[config.mk]
export PLATFORM = sky130hd
export DESIGN_NAME = cp0_unit
export DESIGN_NICKNAME = d
export VERILOG_FILES = /design/src/rtl/cp0_unit.sv
export SDC_FILE = /design/constraint.sdc
export NUM_CORES = 1
export LEC_CHECK = 0
export CORE_MARGIN = 5
export CORE_UTILIZATION = 42
export CTS_CLUSTER_DIAMETER = 80
export DETAILED_ROUTE_END_ITERATION = 8
export GPL_TIMING_DRIVEN = 0
export PLACE_DENSITY = 0.82
export SYNTH_ARGS = -nofsm -noshare
export SYNTH_HDL_FRONTEND = slang
export SYNTH_SLANG_ARGS = --single-unit
[constraint.sdc]
create_clock -name clk -period 2.95 [get_ports clk]
set_input_delay 0.7375 -clock clk [delete_from_list [all_inputs] [get_ports clk]]
set_output_delay 0.7375 -clock clk [all_outputs]
set_load 0.1 [all_outputs]
[src/rtl/cp0_unit.sv]
// Coprocessor-0 subset: SR, Cause, EPC, PRId, plus exception/interrupt request
// generation and the entry/return state updates.
module cp0_unit (
   input  logic        clk,
   input  logic        reset,
   input  logic        we,
   input  logic [4:0]  cp0_addr,
   input  logic [31:0] wdata,
   input  logic [31:0] vpc,
   input  logic        bd_in,
   input  logic [4:0]  exc_code_in,
   input  logic [5:0]  hw_int,
   input  logic        exl_clr,
   output logic [31:0] rdata,
   output logic [31:0] epc_out,
   output logic        req
);

   localparam logic [31:0] PRID_VALUE = 32'h2021_0007;

   logic [5:0]  sr_im;
   logic        sr_exl;
   logic        sr_ie;
   logic        cause_bd;
   logic [5:0]  cause_ip;
   logic [4:0]  cause_exc;
   logic [31:0] epc;
   logic        int_req;
   logic        exc_req;

   always_comb begin
      int_req = !sr_exl && sr_ie && (|(hw_int & sr_im));
      exc_req = !sr_exl && (exc_code_in != 5'd0);
      req     = int_req || exc_req;
   end

   always_ff @(posedge clk) begin
      if (reset) begin
         sr_im     <= '0;
         sr_exl    <= 1'b0;
         sr_ie     <= 1'b0;
         cause_bd  <= 1'b0;
         cause_ip  <= '0;
         cause_exc <= '0;
         epc       <= '0;
      end else begin
         cause_ip <= hw_int;
         if (req) begin
            // exception entry overrides any mtc0 issued in the same cycle
            sr_exl    <= 1'b1;
            cause_bd  <= bd_in;
            cause_exc <= int_req ? 5'd0 : exc_code_in;
            epc       <= bd_in ? (vpc - 32'd4) : vpc;
         end else begin
            if (we) begin
               case (cp0_addr)
                  5'd12: begin
                     sr_im  <= wdata[15:10];
                     sr_exl <= wdata[1];
                     sr_ie  <= wdata[0];
                  end
                  5'd14:   epc <= {wdata[31:2], 2'b00};
                  default: ;
               endcase
            end
            // placed after the SR write so eret always wins on EXL
            if (exl_clr) sr_exl <= 1'b0;
         end
      end
   end

   always_comb begin
      rdata = '0;
      case (cp0_addr)
         5'd12:   rdata = {16'd0, sr_im, 8'd0, sr_exl, sr_ie};
         5'd13:   rdata = {cause_bd, 15'd0, cause_ip, 3'd0, cause_exc, 2'd0};
         5'd14:   rdata = epc;
         5'd15:   rdata = PRID_VALUE;
         default: rdata = '0;
      endcase
   end

   assign epc_out = epc;

endmodule

==> out/results.tsv <==
stage	metric	value	unit
status	status	finished, violations left	
status	violated_checks	setup timing	
yosys	post_synth_inst_count	404	
worst_setup_path	worstSetupStartpoint	hw_int[0]	
detailed_routing	drt-pass1-iter-count	5	
floorplanning	chipHeight	96.8	um
cells_and_area	area_grow_syn2layout	66.2	%
worst_setup_path	worstPathMaxFanout	2	
floorplanning	initial_core_util	0.434	
worst_hold_path	worst_hold_path_type	flip-flop to flip-flop	
clock_tree	clock_path_buffers	2	
worst_setup_path	startpoint_type	primary input	
clock_tree	numCtsBuffers	5	
detailed_routing	highest-signal-layer	met4	
sta	final_period_minus_worst_setup_slack	3050	ps
placement	place_congestion	0.885	
sta	report.final.slew_viol_count	0	
detailed_routing	vias	3919	
detailed_routing	routed_via_density	5.92	
cells_and_area	ant_diodes	0	
power_and_ir_drop	pwr_density_cell	408	mW/mm^2
worst_setup_path	critical_path.n_buffers_inverters	3	
sta	slew_headroom	0.332	
worst_setup_path	timing_worst_setup_path_type	primary input to output pin	
clock_tree	clock-sinks	52	
worst_setup_path	list_of_cells_traversed_by_the_critical_path	clkdlybuf4s50_1 -> a22o_1 -> o311ai_2 -> and2_4 -> inv_8 -> buf_12	
yosys	synth_fa_ha_area_frac	0.00395	
yosys	post_synth_instance_area	0.00317	sq mm
yosys	ys_seq_elements	52	
yosys	syn-mean-instance-area	7.84	sq um
yosys	post_synth_mux_area_share	0.0585	
detailed_routing	met2_wirelength_from_detailed_routing	6470	um
placement	place_hpwl	9970	um
floorplanning	area_of_the_die	0.00937	sq mm
yosys	ys_types	41	
worst_setup_path	cp_data_required_time	2210	ps
placement	placement.io_buffers	146	
cells_and_area	stdcell_count	662	
yosys	seq_area_frac_synth	0.329	
worst_setup_path	critical_path.top_delay_family	compound AO/OA/AOI/OAI gates	
job	drv_cap	0	
detailed_routing	avgRoutedWirePerCell	19.7	um
worst_setup_path	r2r.worst_path.cells	7	
sta	setup-tns-final	-96.6	ps
global_route	grt_use_total	0.260	
worst_setup_path	regToRegSetupSlack	680	ps
cells_and_area	nFillCells	594	
sta	timing_worst_slew_pin_value	999	ps
global_route	antenna_violations_before_repair	0	
cells_and_area	post_route_cells_drive_above_1_share	0.190	
yosys	synthFlopType	sky130_fd_sc_hd__dfxtp_1	
cells_and_area	nets	648	
detailed_routing	number_of_remaining_drc_errors	0	
worst_setup_path	data_arrival_time_of_the_critical_path	2310	ps
clock_tree	tritoncts_clock_tree	done	
worst_setup_path	endpoint	req	
global_route	gr-total-overflow	0	
detailed_routing	met1Wirelength	5270	um
worst_setup_path	timing.critical_path.depth	6	
clock_tree	cts_hold_buffers_added	0	
sta	fin_worst_skew	7.32	ps
floorplanning	num_rows	31	
worst_setup_path	crit_slowest_cell	sky130_fd_sc_hd__clkdlybuf4s50_1	
worst_setup_path	worst_path_largest_cell_delay	430	ps
sta	final_hold_viol_count	0	
clock_tree	cts.htree.levels	2	
floorplanning	ioPinCount	150	
sta	post-route-period-util	1.03	
worst_setup_path	crit_end_element	output pin	
detailed_routing	wirelength	13000	um
worst_setup_path	timing.rr.start	sr_im[1]	
clock_tree	register_clock_pin_slew_on_the_reported_worst_setup_and_hold_paths	90	ps
clock_tree	ctsRootBufferMaster	sky130_fd_sc_hd__clkbuf_8	
global_route	maximum_number_of_pins_on_one_net_before_global_route_repair	18	
sta	fin_ws	-96.6	ps
global_route	grt_first_pass_wirelength	20100	um
power_and_ir_drop	worst_ir_drop_on_vdd	0.204	mV
yosys	synth_nets	490	
sta	achievable-frequency	328	MHz
power_and_ir_drop	power_total	0.00215	W
placement	detailedPlace.worstSlack	-1440	ps
power_and_ir_drop	p_leak	1.96	nW
yosys	synth_async_sr_flop_share	0	
worst_setup_path	r2r_end	epc_out[7]	
yosys	post_synth_xor_area_fraction	0.0664	
yosys	ys_warn_count	0	
yosys	synth_top_family_by_area	simple AND/OR/NAND/NOR gates	
yosys	number_of_enable_flip_flop_cells_after_synthesis	0	
global_route	grt_pass1_vias	3759	
detailed_routing	ant_nets	0	
floorplanning	die_x	96.8	um
floorplanning	fp.coreArea	0.00729	sq mm
clock_tree	insertion_delay	310	ps
sta	setup_viol_count_final	1	
detailed_routing	first_iter_violations	274	
yosys	post_synth_and_or_nand_nor_area_fraction	0.308	
detailed_routing	met3_wirelength	948	um
placement	placedCellCount	649	
yosys	compound_cell_area_share_of_the_yosys_netlist	0.191	
-- how the worst min path moves through the flow --
stage          slack (ps)           end         start  cells past startpoint
2_1_floorplan         430  cause_exc[1]  cause_exc[1]                      2
5_1_grt               490  cause_exc[1]  cause_exc[1]                      2
6_report              460  cause_exc[4]  cause_exc[4]                      2
3_3_place_gp          440  cause_exc[4]  cause_exc[4]                      2
3_5_place_dp          440  cause_exc[1]  cause_exc[1]                      2
4_1_cts               460  cause_exc[1]  cause_exc[1]                      2
-- Yosys cell counts (2+ instances only) --
library cell / count / area, sq um
sky130_fd_sc_hd__nor2_1: 53 / 199
sky130_fd_sc_hd__a22oi_1: 5 / 37.5
sky130_fd_sc_hd__a22o_1: 3 / 26.3
sky130_fd_sc_hd__a311oi_1: 13 / 114
sky130_fd_sc_hd__or3_1: 5 / 31.3
sky130_fd_sc_hd__a211oi_1: 32 / 240
sky130_fd_sc_hd__dfxtp_1: 52 / 1040
sky130_fd_sc_hd__nor2b_1: 10 / 62.6
sky130_fd_sc_hd__or4_4: 2 / 22.5
sky130_fd_sc_hd__or4_1: 5 / 37.5
sky130_fd_sc_hd__and3_1: 31 / 194
sky130_fd_sc_hd__buf_2: 2 / 10.0
sky130_fd_sc_hd__clkbuf_1: 28 / 105
sky130_fd_sc_hd__nor3_1: 8 / 40.0
sky130_fd_sc_hd__buf_1: 2 / 7.51
sky130_fd_sc_hd__and2_1: 3 / 18.8
sky130_fd_sc_hd__a21oi_1: 18 / 90.1
sky130_fd_sc_hd__nor4_1: 9 / 56.3
sky130_fd_sc_hd__inv_1: 3 / 11.3
sky130_fd_sc_hd__xor2_1: 4 / 35.0
sky130_fd_sc_hd__o21ai_0: 5 / 25.0
sky130_fd_sc_hd__nand3_1: 20 / 100
sky130_fd_sc_hd__o31ai_1: 5 / 37.5
sky130_fd_sc_hd__xnor2_1: 20 / 175
sky130_fd_sc_hd__mux2i_1: 14 / 140
sky130_fd_sc_hd__nand4_1: 4 / 25.0
sky130_fd_sc_hd__nand2_1: 30 / 113
sky130_fd_sc_hd__mux2_2: 4 / 45.0
sky130_fd_sc_hd__and3b_1: 2 / 17.5
-- layout make-up --
class	instances	area, sq um	area share
Buffer	30	150	0.0285
Clock buffer	6	82.6	0.0157
Clock inverter	2	38.8	0.00737
Inverter	4	22.5	0.00428
Multi-Input combinational cell	316	2140	0.408
Sequential cell	52	1040	0.198
Tap cell	99	124	0.0235
Timing Repair Buffer	153	1660	0.315
-- worst reg2reg max path, delay by kind of cell (launching register included) --
family | cells | cell delay (ps)
buffers and inverters | 2 | 550
AND/OR/NAND/NOR | 2 | 350
flip-flops | 1 | 340
AO/OA/AOI/OAI | 3 | 930
-- report_power, final --
part	internal (W)	total (W)	switching [W]	leakage, nW
clock	0.000277	0.000508	0.000231	0.0614
combinational	0.000274	0.000843	0.000569	1.46
sequential	0.000755	0.000798	0.0000430	0.431
-- flip-flops by register name, summed over array words and instances, names as in the netlist --
signal     cells
cause_bd       1
cause_exc      5
cause_ip       6
epc_out       32
sr_exl         1
sr_ie          1
sr_im          6
-- layer usage --
layer,track usage,vias up
met5,0,-
li1,-,1805
met2,0.443,222
met4,0.0788,0
met3,0.0388,27
met1,0.338,1865
-- cells in the final DEF, fill, tap and decap left out, drive strengths merged, types with 2 or more instances in the layout --
cell type      instances
inv                    4
nand2                 30
mux2                   4
nor3                   9
mux2i                 14
a22o                   3
o21ai                  5
or3                    6
and2                   3
dlygate4sd2            3
and3b                  2
nand3                 20
nor4                  10
a22oi                  5
clkbuf                31
clkdlybuf4s50        108
a311oi                13
dfxtp                 52
and3                  31
buf                   44
o31ai                  5
a21oi                 18
xor2                   4
a211oi                32
nor2                  53
dlymetal6s2s           2
xnor2                 20
nand4                  4
nor2b                 10
or4                    7
-- kinds of logic after synthesis --
logic type / Yosys count
and+or+nand+nor: 188
DFF: 52
muxes: 18
adders and majority gates: 1
AOI/OAI and AO/OA: 85
xor gates and xnor gates: 24
buffers and inverters: 36
-- stage by stage --
stage          instance area, sq um  utilization  hold WS [ps]
2_1_floorplan                  3260            -           432
3_3_place_gp                   4840        0.664           441
3_5_place_dp                   4840        0.664           444
4_1_cts                        5070        0.695           457
5_1_grt                        5260        0.722           494
6_report                       5260        0.722           455
-- repair_timing --
item | CTS | global route
gates cloned | 0 | 1
pin swaps | 4 | 6
setup endpoints to repair | 34 | 49
resized for setup | 251 | 49
setup buffers | 5 | 1
Note: power is estimated with default switching activity, not from simulation.
